**config.mk**
```make
export PLATFORM = sky130hd
export DESIGN_NAME = capture_mem_arbiter
export DESIGN_NICKNAME = d
export VERILOG_FILES = /design/src/rtl/capture_mem_arbiter.sv
export SDC_FILE = /design/constraint.sdc
export NUM_CORES = 1
export LEC_CHECK = 0
export BUFFER_PORTS_ARGS = -buffer_cell sky130_fd_sc_hd__buf_2
export CAP_MARGIN = 20
export CORE_UTILIZATION = 48
export DETAILED_ROUTE_END_ITERATION = 16
export GPL_TIMING_DRIVEN = 0
export PLACE_DENSITY_LB_ADDON = 0.2
export SYNTH_ARGS = -nofsm -noshare
export SYNTH_HDL_FRONTEND = slang
export SYNTH_SLANG_ARGS = --single-unit
```
**constraint.sdc**
```tcl
create_clock -name clk -period 2.6 [get_ports clk]
set_input_delay 0.52 -clock clk [delete_from_list [all_inputs] [get_ports clk]]
set_output_delay 0.52 -clock clk [all_outputs]
set_load 0.01 [all_outputs]
```
**src/rtl/capture_mem_arbiter.sv**
```systemverilog
// capture_mem_arbiter: stages capture packets through a small FIFO into a
// single-port sample memory and arbitrates leftover memory cycles to host reads.
`default_nettype none

module capture_mem_arbiter #(
  parameter int PACKET_WIDTH = 32,
  parameter int ADDR_WIDTH   = 12,
  parameter int FIFO_DEPTH   = 4
) (
  input  logic                    clk,
  input  logic                    reset,
  input  logic                    capture_start,
  input  logic                    capture_active,
  input  logic                    cap_wr_en,
  input  logic [PACKET_WIDTH-1:0] cap_data,
  output logic                    cap_page_full,
  input  logic                    rd_req,
  input  logic [ADDR_WIDTH-1:0]   rd_addr,
  output logic                    rd_gnt,
  output logic                    rd_valid,
  output logic [PACKET_WIDTH-1:0] rd_data,
  output logic                    mem_en,
  output logic                    mem_we,
  output logic [ADDR_WIDTH-1:0]   mem_addr,
  output logic [PACKET_WIDTH-1:0] mem_wdata,
  input  logic [PACKET_WIDTH-1:0] mem_rdata,
  output logic [ADDR_WIDTH:0]     fill_count,
  output logic                    overflow,
  output logic                    capture_done
);

  localparam int MEM_DEPTH = 1 << ADDR_WIDTH;
  localparam int FIFO_AW   = (FIFO_DEPTH > 1) ? $clog2(FIFO_DEPTH) : 1;
  localparam int FIFO_CW   = FIFO_AW + 1;
  localparam int OCC_W     = ADDR_WIDTH + 2;

  localparam logic [FIFO_AW-1:0] FIFO_LAST = FIFO_AW'(FIFO_DEPTH - 1);
  localparam logic [FIFO_CW-1:0] FIFO_FULL = FIFO_CW'(FIFO_DEPTH);
  localparam logic [OCC_W-1:0]   OCC_MAX   = OCC_W'(MEM_DEPTH);
  localparam logic [ADDR_WIDTH:0] FILL_MAX = (ADDR_WIDTH + 1)'(MEM_DEPTH);

  localparam logic [1:0] S_IDLE    = 2'd0;
  localparam logic [1:0] S_CAPTURE = 2'd1;
  localparam logic [1:0] S_DRAIN   = 2'd2;
  localparam logic [1:0] S_DONE    = 2'd3;

  logic [1:0]              state_q, state_d;
  logic [PACKET_WIDTH-1:0] fifo_mem_q [FIFO_DEPTH];
  logic [FIFO_AW-1:0]      fifo_rd_ptr_q, fifo_wr_ptr_q;
  logic [FIFO_CW-1:0]      fifo_count_q;
  logic [ADDR_WIDTH-1:0]   wr_ptr_q;
  logic [ADDR_WIDTH:0]     fill_count_q;
  logic                    overflow_q;
  logic                    page_full_q;
  logic                    rd_valid_q;

  logic                    session_start;
  logic                    in_session;
  logic                    fifo_empty;
  logic                    fifo_full;
  logic [OCC_W-1:0]        occupancy;
  logic                    push;
  logic                    drop;
  logic                    pop;

  assign session_start = (state_q == S_IDLE) && capture_start;
  assign in_session    = (state_q == S_CAPTURE) || (state_q == S_DRAIN);
  assign fifo_empty    = (fifo_count_q == '0);
  assign fifo_full     = (fifo_count_q == FIFO_FULL);
  // Staged words count against capacity so memory can never be over-committed.
  assign occupancy     = OCC_W'(fill_count_q) + OCC_W'(fifo_count_q);
  assign push          = cap_wr_en && in_session && !fifo_full && (occupancy < OCC_MAX);
  assign drop          = cap_wr_en && in_session && !push;
  assign pop           = !fifo_empty;

  always_ff @(posedge clk) begin
    if (reset) begin
      state_q <= S_IDLE;
    end else begin
      state_q <= state_d;
    end
  end

  always_comb begin
    state_d = state_q;
    case (state_q)
      S_IDLE:    if (capture_start)   state_d = S_CAPTURE;
      S_CAPTURE: if (!capture_active) state_d = S_DRAIN;
      S_DRAIN:   if (fifo_empty)      state_d = S_DONE;
      S_DONE:                         state_d = S_IDLE;
      default:                        state_d = S_IDLE;
    endcase
  end

  // Writes always win the memory port; reads take idle cycles outside DRAIN.
  always_comb begin
    mem_en       = 1'b0;
    mem_we       = 1'b0;
    mem_addr     = '0;
    mem_wdata    = '0;
    rd_gnt       = 1'b0;
    capture_done = 1'b0;
    if (!reset) begin
      capture_done = (state_q == S_DONE);
      if (pop) begin
        mem_en    = 1'b1;
        mem_we    = 1'b1;
        mem_addr  = wr_ptr_q;
        mem_wdata = fifo_mem_q[fifo_rd_ptr_q];
      end else if (rd_req && (state_q != S_DRAIN)) begin
        mem_en   = 1'b1;
        mem_addr = rd_addr;
        rd_gnt   = 1'b1;
      end
    end
  end

  always_ff @(posedge clk) begin
    if (push) begin
      fifo_mem_q[fifo_wr_ptr_q] <= cap_data;
    end
  end

  always_ff @(posedge clk) begin
    if (reset) begin
      fifo_rd_ptr_q <= '0;
      fifo_wr_ptr_q <= '0;
      fifo_count_q  <= '0;
      wr_ptr_q      <= '0;
      fill_count_q  <= '0;
      overflow_q    <= 1'b0;
      page_full_q   <= 1'b0;
      rd_valid_q    <= 1'b0;
    end else begin
      rd_valid_q <= rd_gnt;
      if (session_start) begin
        fifo_rd_ptr_q <= '0;
        fifo_wr_ptr_q <= '0;
        fifo_count_q  <= '0;
        wr_ptr_q      <= '0;
        fill_count_q  <= '0;
        overflow_q    <= 1'b0;
        page_full_q   <= 1'b0;
      end else begin
        if (push) begin
          fifo_wr_ptr_q <= (fifo_wr_ptr_q == FIFO_LAST) ? '0 : fifo_wr_ptr_q + 1'b1;
        end
        if (pop) begin
          fifo_rd_ptr_q <= (fifo_rd_ptr_q == FIFO_LAST) ? '0 : fifo_rd_ptr_q + 1'b1;
          wr_ptr_q      <= wr_ptr_q + 1'b1;
          if (fill_count_q != FILL_MAX) begin
            fill_count_q <= fill_count_q + 1'b1;
          end
        end
        if (push && !pop) begin
          fifo_count_q <= fifo_count_q + 1'b1;
        end else if (pop && !push) begin
          fifo_count_q <= fifo_count_q - 1'b1;
        end
        if (drop) begin
          overflow_q <= 1'b1;
        end
        if (occupancy >= OCC_MAX) begin
          page_full_q <= 1'b1;
        end
      end
    end
  end

  assign cap_page_full = page_full_q;
  assign rd_valid      = rd_valid_q;
  assign rd_data       = rd_valid_q ? mem_rdata : '0;
  assign fill_count    = fill_count_q;
  assign overflow      = overflow_q;

endmodule

`default_nettype wire
```
Word level (Yosys, flattened, before mapping) --
Memories as Yosys holds them, arrays and structs flattened. A register that Yosys moved wholly into a read port is not among the register bits. Cells that the tools add are included.
Cells by class: add/sub/neg operators 7, order comparisons 2, equality and inequality tests 11, mux-type cells 26, bitwise operators 1, reductions and logical operators 18
Operators with widths (count):
- two-way mux 32 bit | 3
- two-way mux 12 bit | 3
- adder 13 x 3 -> 14 bit | 1
- greater-or-equal comparator 14 x 13 -> 1 bit, second input constant | 1
- less-than comparator 14 x 13 -> 1 bit, second input constant | 1
- two-way mux 2 bit | 7
- adder 13 x 1 -> 13 bit, second input constant | 1
- != test 13 bit, second input constant | 1
- adder 12 x 1 -> 12 bit, second input constant | 1
- two-way mux 1 bit | 10
- == test 2 bit, second input constant | 4
- logical AND 1 bit | 8
- != test 2 bit, second input constant | 4
- one-hot mux 2 bit (4 select lines) | 1
- two-way mux 3 bit | 2
- adder 2 x 1 -> 2 bit, second input constant | 2
- adder 3 x 1 -> 3 bit, second input constant | 1
- == test 3 bit, second input constant | 1
- zero test 1 bit | 3
- zero test 3 bit | 1
- AND reduction 3 bit | 1
- subtractor 3 x 1 -> 3 bit, second input constant | 1
- == test 2 x 1 -> 1 bit, second input constant | 1
- zero test 2 bit | 1
- other kinds (5) | 5
Storage, ports and cells: bits in registers 37, RAM bits 128, output and inout port bits 96, logic and storage cells 75, memories 1
Memory list:
- fifo_mem_q | words 4, width 32, rd ports 1, clocked after Yosys merged registers in 1, write ports 1, RTL line 48 | logic [PACKET_WIDTH-1:0] fifo_mem_q [FIFO_DEPTH];

Logic depth before layout (Yosys ltp) --
Gate-level depths: netlist of run 1.
depth after elaboration 9, depth in mapped cells 11, mapped depth without buffers 10

Worst setup path before layout of run 1 --
OpenSTA, ideal clock, no wires.
kind reg2reg, from register fill_count_q[1], in the netlist fill_count[1], to memory fifo_mem_q[3][0] (enable), library setup time 0.392 ns, arrival 2.321 ns, required time 2.208 ns, path slack -0.113 ns, cell stages (with the launch flop) 7, cells stage by stage dfxtp_1 ha_1 a31o_2 a21oi_1 o31a_1 clkbuf_1 and2_1
Between the ends: word-level cells in the longest chain between the ends 5
RTL lines:
- start: declaration | RTL line 52 | logic [ADDR_WIDTH:0] fill_count_q;
- start signal: assignment | RTL line 152 | fill_count_q <= fill_count_q + 1'b1;
- adder 13 x 3 -> 14 bit | RTL line 71 | assign occupancy = OCC_W'(fill_count_q) + OCC_W'(fifo_count_q);
- less-than comparator 14 x 13 -> 1 bit | RTL line 72 | assign push = cap_wr_en && in_session && !fifo_full && (occupancy < OCC_MAX);
- logical AND 1 bit | RTL line 72
- via push | RTL line 62 | logic push;
- two-way mux 1 bit | RTL line 119 | if (push) begin
- two-way mux 1 bit (implied by the code) | RTL line 120 | fifo_mem_q[fifo_wr_ptr_q] <= cap_data;
- end: declaration | RTL line 48
The timed path passes the listed nets, and every way through them passes these cells.

Worst setup path in the final report of run 1 --
from register fifo_count_q[0], to output mem_addr[10]
Between the ends: word-level cells in the longest chain between the ends 3
RTL lines:
- start: declaration | RTL line 50 | logic [FIFO_CW-1:0] fifo_count_q;
- start signal: assignment | RTL line 156 | fifo_count_q <= fifo_count_q + 1'b1;
- start signal: assignment | RTL line 158 | fifo_count_q <= fifo_count_q - 1'b1;
- zero test 3 bit | RTL line 68 | assign fifo_empty = (fifo_count_q == '0);
- two-way mux 12 bit | RTL line 105 | if (pop) begin
- two-way mux 12 bit | RTL line 103 | if (!reset) begin
- end: declaration | RTL line 24 | output logic [ADDR_WIDTH-1:0] mem_addr,
No other way between the ends.

==> results of run 1 <==
-- worst max-delay path by stage --
stage | startpoint | cells past startpoint | slack, ns | to
after global routing | fifo_count_q[0] | 7 | 0.001 | mem_addr[10]
after global placement | fifo_count_q[1] | 6 | -0.27 | fifo_mem_q[0][8]
after detailed placement | fifo_count_q[1] | 6 | -0.33 | fifo_mem_q[1][17]
after floorplan | fill_count[1] | 6 | 0.21 | fifo_mem_q[0][0]
final | fifo_count_q[0] | 7 | 0.06 | mem_addr[10]
after CTS | state_q[0] | 7 | 0.004 | mem_addr[2]
-- registers in the layout, summed over array words and instances (netlist names), 2 cells and up, named ones only --
name	flops
fifo_count_q	3
fifo_mem_q	128
fifo_rd_ptr_q	2
fifo_wr_ptr_q	2
fill_count	13
state_q	2
wr_ptr_q	12
-- metrics by stage --
stage	hold slack (ns)	util
2_1_floorplan	0.450	-
3_3_place_gp	0.458	0.568
3_5_place_dp	0.469	0.568
4_1_cts	0.302	0.612
5_1_grt	0.312	0.612
6_report	0.322	0.612
-- metal layers --
layer	up-vias	GRT usage	routed length, µm
met2	164	0.397	8210
met3	15	0.0481	972
met4	0	0.0791	197
met1	2312	0.247	6430
li1	2230	-	-
met5	-	0	0
-- power breakdown --
| group | internal, mW | switching (mW) | total [mW] |
|---|---|---|---|
| clock network | 1.29 | 0.950 | 2.24 |
| logic | 0.948 | 1.12 | 2.07 |
| registers | 3.19 | 0.128 | 3.32 |
| total | 5.43 | 2.20 | 7.63 |
-- area by class of cell --
cell class	instances	area share
inverters	9	0.00381
clock buffers	20	0.0493
well taps	184	0.0260
repair buffers	183	0.105
plain buffers	24	0.0175
flip-flops and latches	167	0.523
multi-input cells	277	0.266
clock inverters	11	0.00960
-- cells by family (layout without fill, tap and decap cells) --
kind of cell / after synthesis / count (layout) / share of synthesized area
xor gates and xnor gates: 19 / 19 / 0.0234
adders and majority gates: 16 / 16 / 0.0282
muxes: 36 / 36 / 0.107
DFF: 167 / 167 / 0.650
AOI/OAI and AO/OA: 45 / 45 / 0.0436
and+or+nand+nor: 161 / 161 / 0.124
buffers and inverters: 37 / 247 / 0.0231
-- Yosys cell counts --
| cell type | number |
|---|---|
| edfxtp_1 | 128 |
| dfxtp_1 | 39 |
| and2_1 | 37 |
| and3_1 | 32 |
| mux4_2 | 32 |
| nor2_1 | 25 |
| nand2_1 | 20 |
| clkbuf_1 | 18 |
| ha_1 | 16 |
| a21oi_1 | 14 |
| a22o_1 | 11 |
| or3_1 | 11 |
| xnor2_1 | 11 |
| nor3_1 | 9 |
| inv_1 | 8 |
| nand3_1 | 8 |
| xor2_1 | 8 |
| o21ai_0 | 7 |
| buf_2 | 5 |
| nor4_1 | 5 |
| mux2i_1 | 4 |
| nand4_1 | 4 |
| nor4b_1 | 3 |
| a211oi_1 | 2 |
| a31o_2 | 2 |
| buf_1 | 2 |
| buf_6 | 2 |
| nor2b_1 | 2 |
| o311ai_0 | 2 |
| o31a_1 | 2 |
| or2_2 | 2 |
| a21boi_0 | 1 |
| a221o_1 | 1 |
| a31oi_1 | 1 |
| and4_1 | 1 |
| buf_4 | 1 |
| inv_2 | 1 |
| nand2b_1 | 1 |
| nor3b_1 | 1 |
| o311a_1 | 1 |
| o31ai_1 | 1 |
-- timing repair --
item	in CTS	in global routing
gates resized for setup	33	7
cloned	1	1
pin swaps	3	3
setup endpoints to repair	171	169
setup buffers	5	0
-- critical path: stages (launching register included) --
cell,delay (ns)
dfxtp_4,0.34
or3_4,0.45
inv_2,0.08
buf_6,0.10
nor2_2,0.06
clkbuf_8,0.19
a22o_1,0.25
buf_2,0.14
==> key figures, run 1 <==
Setup path
  • Worst Path Max Fanout: 6
  • Worst EP required: 2.08 ns
  • Worst setup SP type: flip-flop
  • Crit end category: primary output
  • R2r endpoint: fifo_count_q[2]
  • Critical path arrival: 2.02 ns
  • CP Class: reg2out
  • R2R setup slack: 0.17 ns
  • Worst R2R Start: fill_count[6]
  • R2R cell count: 8

Pwr
  • Power Density: 861 mW/mm²
  • Overall Power: 7.63 mW
  • Leak: 3.54 nW
  • VDD IR max: 480 µV

Clock tree
  • CTS buffer count: 17
  • CTS tree: built
  • CTS Sinks: 167
  • CTS Hold Buffers Added: 0
  • CTS max path bufs: 2
  • Worst-path clk slew: 0.06 ns
  • Worst skew pair latency: 0.41 ns
  • H-tree depth: 4
  • CTS root buffer: clkbuf_16

Timing
  • Setup TNS: 0 ns
  • Finish-stage setup viols: 0
  • Worst-Margin Slew: 0.764 ns
  • Slew HR: 0.484
  • Fmax: 0.393 GHz
  • Period utilization: 0.978
  • Final hold vios: 0
  • RSZ-0062 raised after global routing: no
  • Tmin final: 2.54 ns
  • Setup Skew: 0.00837 ns
  • Max-slew violations: 0
  • Final setup margin: 0.0579 ns

Drt
  • Routed WL: 15.8 mm
  • Routed length per instance: 18.1 µm
  • Drt pass-1 iters: 4
  • DRC violations left: 0
  • Post-DRT Antenna Nets: 0
  • Via/cell ratio: 5.40
  • Vias: 4721
  • DRT iter0 DRCs: 259

Cells and area
  • Most common cell after layout, fill and taps aside: buf_2
  • Layout cells sized above 1: 0.394
  • Fin cells: 875
  • Nets: 777
  • Seq. cell area: 0.00464 mm²
  • Most frequent cells in the layout: 178 x buf_2, 128 x edfxtp_1, 33 x and2_1, 33 x dfxtp_1
  • Final instance area: 0.00886 mm²
  • Multi-input gate area: 0.00235 mm²
  • Area Overhead vs Synth: 24.7%
  • Diode count: 0
  • Filler instances: 1126

Placed design
  • Placed insts: 841
  • Placed inst area: 0.00823 mm²
  • DP Worst Slack: -0.331 ns
  • Placed wire-length estimate: 10.7 mm
  • Routability cong.: 0.819
  • PortBufs: 176

Floorplanning
  • Die X: 124 µm
  • Core Area: 0.0145 mm²
  • Total die area: 0.0153 mm²
  • # rows: 44
  • Initial core utilization: 0.491
  • IO Pins: 178
  • Die Y-Extent: 124 µm

Synthesis
  • Syn_area_per_cell: 14.8 µm²
  • Sequential fraction of the synthesis area: 0.650
  • Synth unique cells: 41
  • Syn nets: 579
  • Top-area cell type share of the netlist area: 0.541
  • Ranking of synthesized cells by area: edfxtp_1 54%, dfxtp_1 11%, mux4_2 10%
  • Mapped Area: 0.00711 mm²
  • Leading area contributor after synthesis: edfxtp_1
  • Number of warnings issued by yosys: 0
  • Flops & latches, synth: 167
  • Post-synthesis cell count: 481

Job
  • Number of max-cap violations: 0

Worst hold path
  • Hold Crit Depth: 1
  • Hold Crit Class: in2reg
  • Hold Startpoint: cap_data[19]
  • Worst Hold End: fifo_mem_q[1][19]

GRT
  • GR Overflow Total: 0
  • Initial antenna violation count: 1
  • Global-route wire length before repair: 24.0 mm
  • Total global routing track utilization: 0.217
  • Largest net degree at the start of global routing: 33
  • Vias in the first global route: 4787

Run status
  • Status: completed
(Power assumes the default switching activity.)
==> run 2, diff against run 1 <==
CORE_ASPECT_RATIO = 0.6   (was not set)
==> run 2 against run 1 <==
Against the previous run:
- hold slack lost 0.0060 ns
- critical path type unchanged
- final cell count grew 1.9%
- sequential share of layout area shrank 0.55 points
- total power grew 3.1%
- clock skew grew 0.0022 ns
- utilization grew 0.76 points
- global-route usage shrank 0.11 points
==> key figures, run 2 (same netlist as run 1, synthesis figures left out) <==
Timing
  • Final setup margin: 0.0865 ns (+0.0287 ns)
  • Tmin final: 2.51 ns (-0.0287 ns)
  • Max-slew violations: 0 (unchanged)
  • Fmax: 0.398 GHz (+1.1%)
  • Slew HR: 0.493 (+0.00879)
  • Worst-Margin Slew: 0.751 ns (-0.0130 ns)
  • Period utilization: 0.967 (-0.0110)
  • Setup Skew: 0.0106 ns (+0.00223 ns)
  • Final hold vios: 0 (unchanged)
  • Finish-stage setup viols: 0 (unchanged)
  • RSZ-0062 raised after global routing: no

Setup path
  • Crit end category: primary output
  • Worst setup SP type: flip-flop
  • Critical path arrival: 1.99 ns (-0.03 ns)
  • Worst EP required: 2.08 ns (about the same)
  • Worst Path Max Fanout: 6 (unchanged)
  • CP Class: reg2out

Drt
  • Via/cell ratio: 5.38 (-0.31%)
  • DRT iter0 DRCs: 286 (+10%)
  • Routed length per instance: 18.3 µm (+1.2%)
  • Drt pass-1 iters: 5 (+1)
  • Vias: 4798 (+1.6%)
  • Post-DRT Antenna Nets: 0 (unchanged)
  • DRC violations left: 0 (unchanged)
  • Routed WL: 16.3 mm (+3.2%)

GRT
  • Largest net degree at the start of global routing: 33 (unchanged)
  • GR Overflow Total: 0 (unchanged)
  • Vias in the first global route: 4605 (-3.8%)
  • Global-route wire length before repair: 24.7 mm (+3.0%)
  • Initial antenna violation count: 1 (unchanged)
  • Total global routing track utilization: 0.216 (-0.00110)

Clock tree
  • CTS root buffer: clkbuf_16
  • CTS buffer count: 17 (unchanged)
  • CTS tree: built
  • CTS Sinks: 167 (unchanged)
  • Worst skew pair latency: 0.42 ns (about the same)
  • CTS max path bufs: 2 (unchanged)
  • CTS Hold Buffers Added: 0 (unchanged)
  • H-tree depth: 4 (unchanged)
  • Worst-path clk slew: 0.07 ns (about the same)

Floorplanning
  • # rows: 34 (-23%)
  • Initial core utilization: 0.492 (+0.000510)
  • Die Y-Extent: 96.3 µm (-22%)
  • Die X: 159 µm (+29%)
  • IO Pins: 178 (unchanged)
  • Total die area: 0.0153 mm² (+0.10%)
  • Core Area: 0.0145 mm² (-0.10%)

Pwr
  • Power Density: 878 mW/mm² (+2.0%)
  • Clk pwr share: 0.307 (+0.013)
  • Leak: 3.57 nW (+0.77%)
  • Switching Fraction: 0.300 (+0.0121)
  • Int Power: 5.50 mW (+1.4%)
  • VDD IR max: 495 µV (+3.2%)
  • Psw: 2.36 mW (+7.5%)
  • Sequential power share: 0.421 (-0.014)
  • Comb pwr share: 0.272 (about the same)
  • Overall Power: 7.87 mW (+3.1%)

Placed design
  • Placed wire-length estimate: 11.4 mm (+6.1%)
  • DP Worst Slack: -0.343 ns (-0.0122 ns)
  • PortBufs: 176 (unchanged)
  • Routability cong.: 0.911 (+11%)

Cells and area
  • Max reg flops: 128 (unchanged)
  • Area Overhead vs Synth: 26.1%
  • Register with the most flip-flops: fifo_mem_q
  • Post-Route Utilization: 0.620 (+0.00764)
  • Most frequent cells in the layout: 177 x buf_2, 128 x edfxtp_1, 33 x and2_1
  • Nets: 778 (+0.13%)
  • Most common cell after layout, fill and taps aside: buf_2
  • Layout cells sized above 1: 0.403 (+0.00896)

Run status
  • Status: completed

Job
  • Number of max-cap violations: 0 (unchanged)

Worst hold path
  • Hold Crit Class: in2reg
## run 2: cell types whose count changed in the layout (fill, tap and decap cells not counted), sizes merged
cell,previous run,this run
clkbuf,36,32
diode,0,1
clkinv,8,3
clkinvlp,2,4
inv,9,15
buf,191,194
## run 2: path summary, 6_finish.rpt
| check | start | to | slack, ns | depth (start not counted) |
|---|---|---|---|---|
| worst max-delay path | fifo_count_q[2] | mem_addr[8] | 0.09 | 7 |
| worst max register to register | fill_count[1] | fifo_mem_q[0][28] | 0.17 | 6 |
| worst min register to register | overflow | overflow | 0.46 | 2 |
| worst min-delay path | cap_data[8] | fifo_mem_q[3][8] | 0.32 | 1 |
## run 2: metrics by stage
step	area [µm²]	cells	TNS, ns	hold slack (ns)
5_1_grt	8960	891	0	0.309
4_1_cts	8920	890	0	0.304
3_3_place_gp	8240	855	-36.62	0.457
2_1_floorplan	7120	481	0	0.450
6_report	8960	892	0	0.316
3_5_place_dp	8240	855	-41.75	0.443
## run 2: power groups by stage
stage                     combinational, mW  clock [mW]  sequential, mW
final                                  2.14        2.41            3.31
after global routing                   2.36        2.56            3.34
after CTS                              2.12        2.46            3.31
after detailed placement               2.01           0            3.37
after global placement                 1.96           0            3.34
after floorplan                        1.32           0            3.32
## run 2: area by class of cell
class	count	area, µm²
diodes	1	2.50
flip-flops and latches	167	4640
plain buffers	24	153
repair buffers	184	953
multi-input cells	277	2360
fillers	1102	5500
clock buffers	18	429
inverters	9	36.3
well taps	198	248
clock inverters	14	138
## run 2: routing by layer
metal / wire [µm] / vias up / global-route usage
met5: 0 / - / 0
met4: 202 / 0 / 0.0657
met3: 1040 / 16 / 0.0547
met2: 8010 / 177 / 0.363
met1: 7060 / 2363 / 0.280
li1: - / 2242 / -
## run 2: worst max-delay path, stage by stage (launching register included)
cell and delay [ns]:
dfxtp_4 0.34, or3_1 0.37, buf_6 0.16, inv_4 0.09, nor2_2 0.06, clkbuf_8 0.18
a22o_1 0.24, buf_2 0.14
## run 2: repair_timing
action | 4_1_cts | 5_1_grt
hold endpoints to repair | 0 | 0
gates cloned | 1 | 0
pin swaps | 1 | 3
setup endpoints to repair | 174 | 145
setup buffers | 5 | 2
resized for setup | 33 | 12
==> run 3, diff against run 2 <==
SETUP_SLACK_MARGIN = 0.15   (was not set)
==> run 3 against run 2 <==
Against the previous run:
- first-iteration DRC count increased by 29%
- utilization increased by 4.5 points
- design area increased by 7.3%
- fmax decreased by 1.1%
- final cell count increased by 2.9%
- count of clock-buffer cells in the layout unchanged
- clock power about the same
- flip-flop and latch count unchanged
- largest cell class unchanged
==> key figures, run 3 (same netlist as run 1, synthesis figures left out) <==
Run status
  • Status: completed

Worst hold path
  • Worst Hold End: fifo_mem_q[3][8]
  • Hold Crit Class: in2reg
  • Hold Startpoint: cap_data[8]
  • Hold Crit Depth: 1 (unchanged)

Pwr
  • Overall Power: 8.59 mW (+9.1%)
  • Leak: 3.76 nW (+5.5%)
  • VDD IR max: 490 µV (-0.94%)
  • Clk pwr share: 0.282 (-0.025)
  • Sequential power share: 0.385 (-0.036)
  • Switching Fraction: 0.302 (+0.00144)
  • Psw: 2.59 mW (+9.7%)
  • Power Density: 892 mW/mm² (+1.7%)
  • Int Power: 6.00 mW (+8.9%)
  • Comb pwr share: 0.333 (+0.061)

Floorplanning
  • Total die area: 0.0153 mm² (unchanged)
  • Core Area: 0.0145 mm² (unchanged)
  • Die Y-Extent: 96.3 µm (unchanged)
  • Die X: 159 µm (unchanged)
  • Initial core utilization: 0.492 (unchanged)
  • IO Pins: 178 (unchanged)
  • # rows: 34 (unchanged)

Clock tree
  • CTS buffer count: 17 (unchanged)
  • Worst-path clk slew: 0.07 ns (about the same)
  • H-tree depth: 4 (unchanged)
  • Worst skew pair latency: 0.41 ns (about the same)
  • CTS Sinks: 167 (unchanged)
  • CTS tree: built
  • CTS Hold Buffers Added: 0 (unchanged)
  • CTS max path bufs: 2 (unchanged)
  • CTS root buffer: clkbuf_16

Timing
  • Setup Skew: 0.0106 ns (-0.0000392 ns)
  • Max-slew violations: 0 (unchanged)
  • Setup TNS: 0 ns (unchanged)
  • Period utilization: 0.977 (+0.0107)
  • RSZ-0062 raised after global routing: yes
  • Final hold vios: 0 (unchanged)
  • Slew HR: 0.457 (-0.0353)
  • Tmin final: 2.54 ns (+0.0279 ns)
  • Final setup margin: 0.0586 ns (-0.0279 ns)
  • Finish-stage setup viols: 0 (unchanged)
  • Worst-Margin Slew: 0.804 ns (+0.0523 ns)
  • Fmax: 0.393 GHz (-1.1%)

Drt
  • DRT iter0 DRCs: 368 (+29%)
  • DRC violations left: 0 (unchanged)
  • Drt pass-1 iters: 4 (-1)
  • Vias: 4979 (+3.8%)
  • Routed length per instance: 19.5 µm (+6.4%)
  • Post-DRT Antenna Nets: 0 (unchanged)
  • Via/cell ratio: 5.42 (+0.83%)
  • Routed WL: 17.9 mm (+9.5%)

Setup path
  • Worst EP required: 2.08 ns (about the same)
  • R2r endpoint: fifo_count_q[1]
  • Worst R2R Start: state_q[0]
  • Crit end category: primary output
  • R2R cell count: 9 (+3)
  • Worst Path Max Fanout: 6 (unchanged)
  • Critical path arrival: 2.02 ns (+0.03 ns)
  • CP startpoint: fifo_count_q[0]
  • R2R setup slack: 0.25 ns (+0.08 ns)
  • CP Class: reg2out
  • Worst setup SP type: flip-flop

Cells and area
  • Area Overhead vs Synth: 35.3%
  • Max reg flops: 128 (unchanged)
  • Register with the most flip-flops: fifo_mem_q
  • Most frequent cells in the layout: 161 x buf_2, 128 x edfxtp_1, 33 x and2_1, 32 x mux4_2, 30 x dfxtp_1
  • Layout cells sized above 1: 0.469 (+0.0661)
  • Fin cells: 918 (+2.9%)
  • Most common cell after layout, fill and taps aside: buf_2
  • Post-Route Utilization: 0.665 (+0.0454)
  • Nets: 804 (+3.3%)

GRT
  • Largest net degree at the start of global routing: 33 (unchanged)
  • Vias in the first global route: 4669 (+1.4%)
  • GR Layer Usage met1: 0.290 (+0.00989)
  • GR Overflow Total: 0 (unchanged)
  • GR met3 Demand/Resource: 0.0539 (-0.000862)
  • Total global routing track utilization: 0.221 (+0.00499)
  • Initial antenna violation count: 1 (unchanged)
  • Gr busiest metal: met2
  • Global-route wire length before repair: 25.2 mm (+2.1%)
  • Met2 usage: 0.370 (+0.00694)

Placed design
  • Placed insts: 855 (unchanged)
  • DP Worst Slack: -0.343 ns (unchanged)
  • Routability cong.: 0.911 (unchanged)
  • PortBufs: 176 (unchanged)
  • Placed wire-length estimate: 11.4 mm (unchanged)

Job
  • Number of max-cap violations: 0 (unchanged)
## run 3: cell count changes in the layout (fill, tap and decap cells not counted), sizes merged
cell  previous run  this run
and2            37        41
buf            194       216
## run 3: worst max path at each step
| stage | end |
|---|---|
| after floorplan | fifo_mem_q[0][0] |
| after global placement | fifo_mem_q[0][6] |
| after detailed placement | fifo_mem_q[0][6] |
| after CTS | mem_wdata[21] |
| after global routing | mem_addr[3] |
| final | mem_wdata[22] |
## run 3: layout make-up
| class | count | area (µm²) |
|---|---|---|
| clock inverter | 14 | 138 |
| buffer | 27 | 262 |
| inverter | 9 | 36.3 |
| fill | 1030 | 4840 |
| clock buffer | 18 | 429 |
| multi-input combinational | 281 | 2560 |
| sequential | 167 | 4640 |
| antenna | 1 | 2.50 |
| timing repair buffer | 203 | 1300 |
| tap | 198 | 248 |
## run 3: through the flow
stage	hold slack, ns	area [µm²]
floorplan	0.450	7120
global placement	0.457	8240
detailed placement	0.443	8240
CTS	0.304	9150
global route	0.309	9620
finish	0.324	9620
## run 3: what timing repair did
item	in CTS	in global routing
cloned	4	6
pin swaps	11	14
setup buffers	11	10
gates resized for setup	62	75
setup endpoints to repair	177	175
## run 3: power by group through the flow
stage	Sequential (mW)	Combinational, mW	Clock (mW)
2_1_floorplan	3.32	1.32	0
3_3_place_gp	3.34	1.96	0
3_5_place_dp	3.37	2.01	0
4_1_cts	3.30	2.35	2.46
5_1_grt	3.33	3.07	2.56
6_report	3.31	2.86	2.42
## run 3: critical path: stages (launching register included)
cell and delay, ns:
dfxtp_2 0.32, buf_6 0.11, or3_4 0.32, buf_6 0.14
buf_4 0.14, buf_8 0.14, clkbuf_16 0.15, and3_1 0.16
buf_2 0.14
## run 3: routing by layer
layer / part of all wire / wire, µm / vias up
li1: - / - / 2302
met1: 0.43 / 7710 / 2458
met2: 0.49 / 8720 / 200
met3: 0.068 / 1220 / 19
met4: 0.012 / 209 / 0
met5: 0 / 0 / -
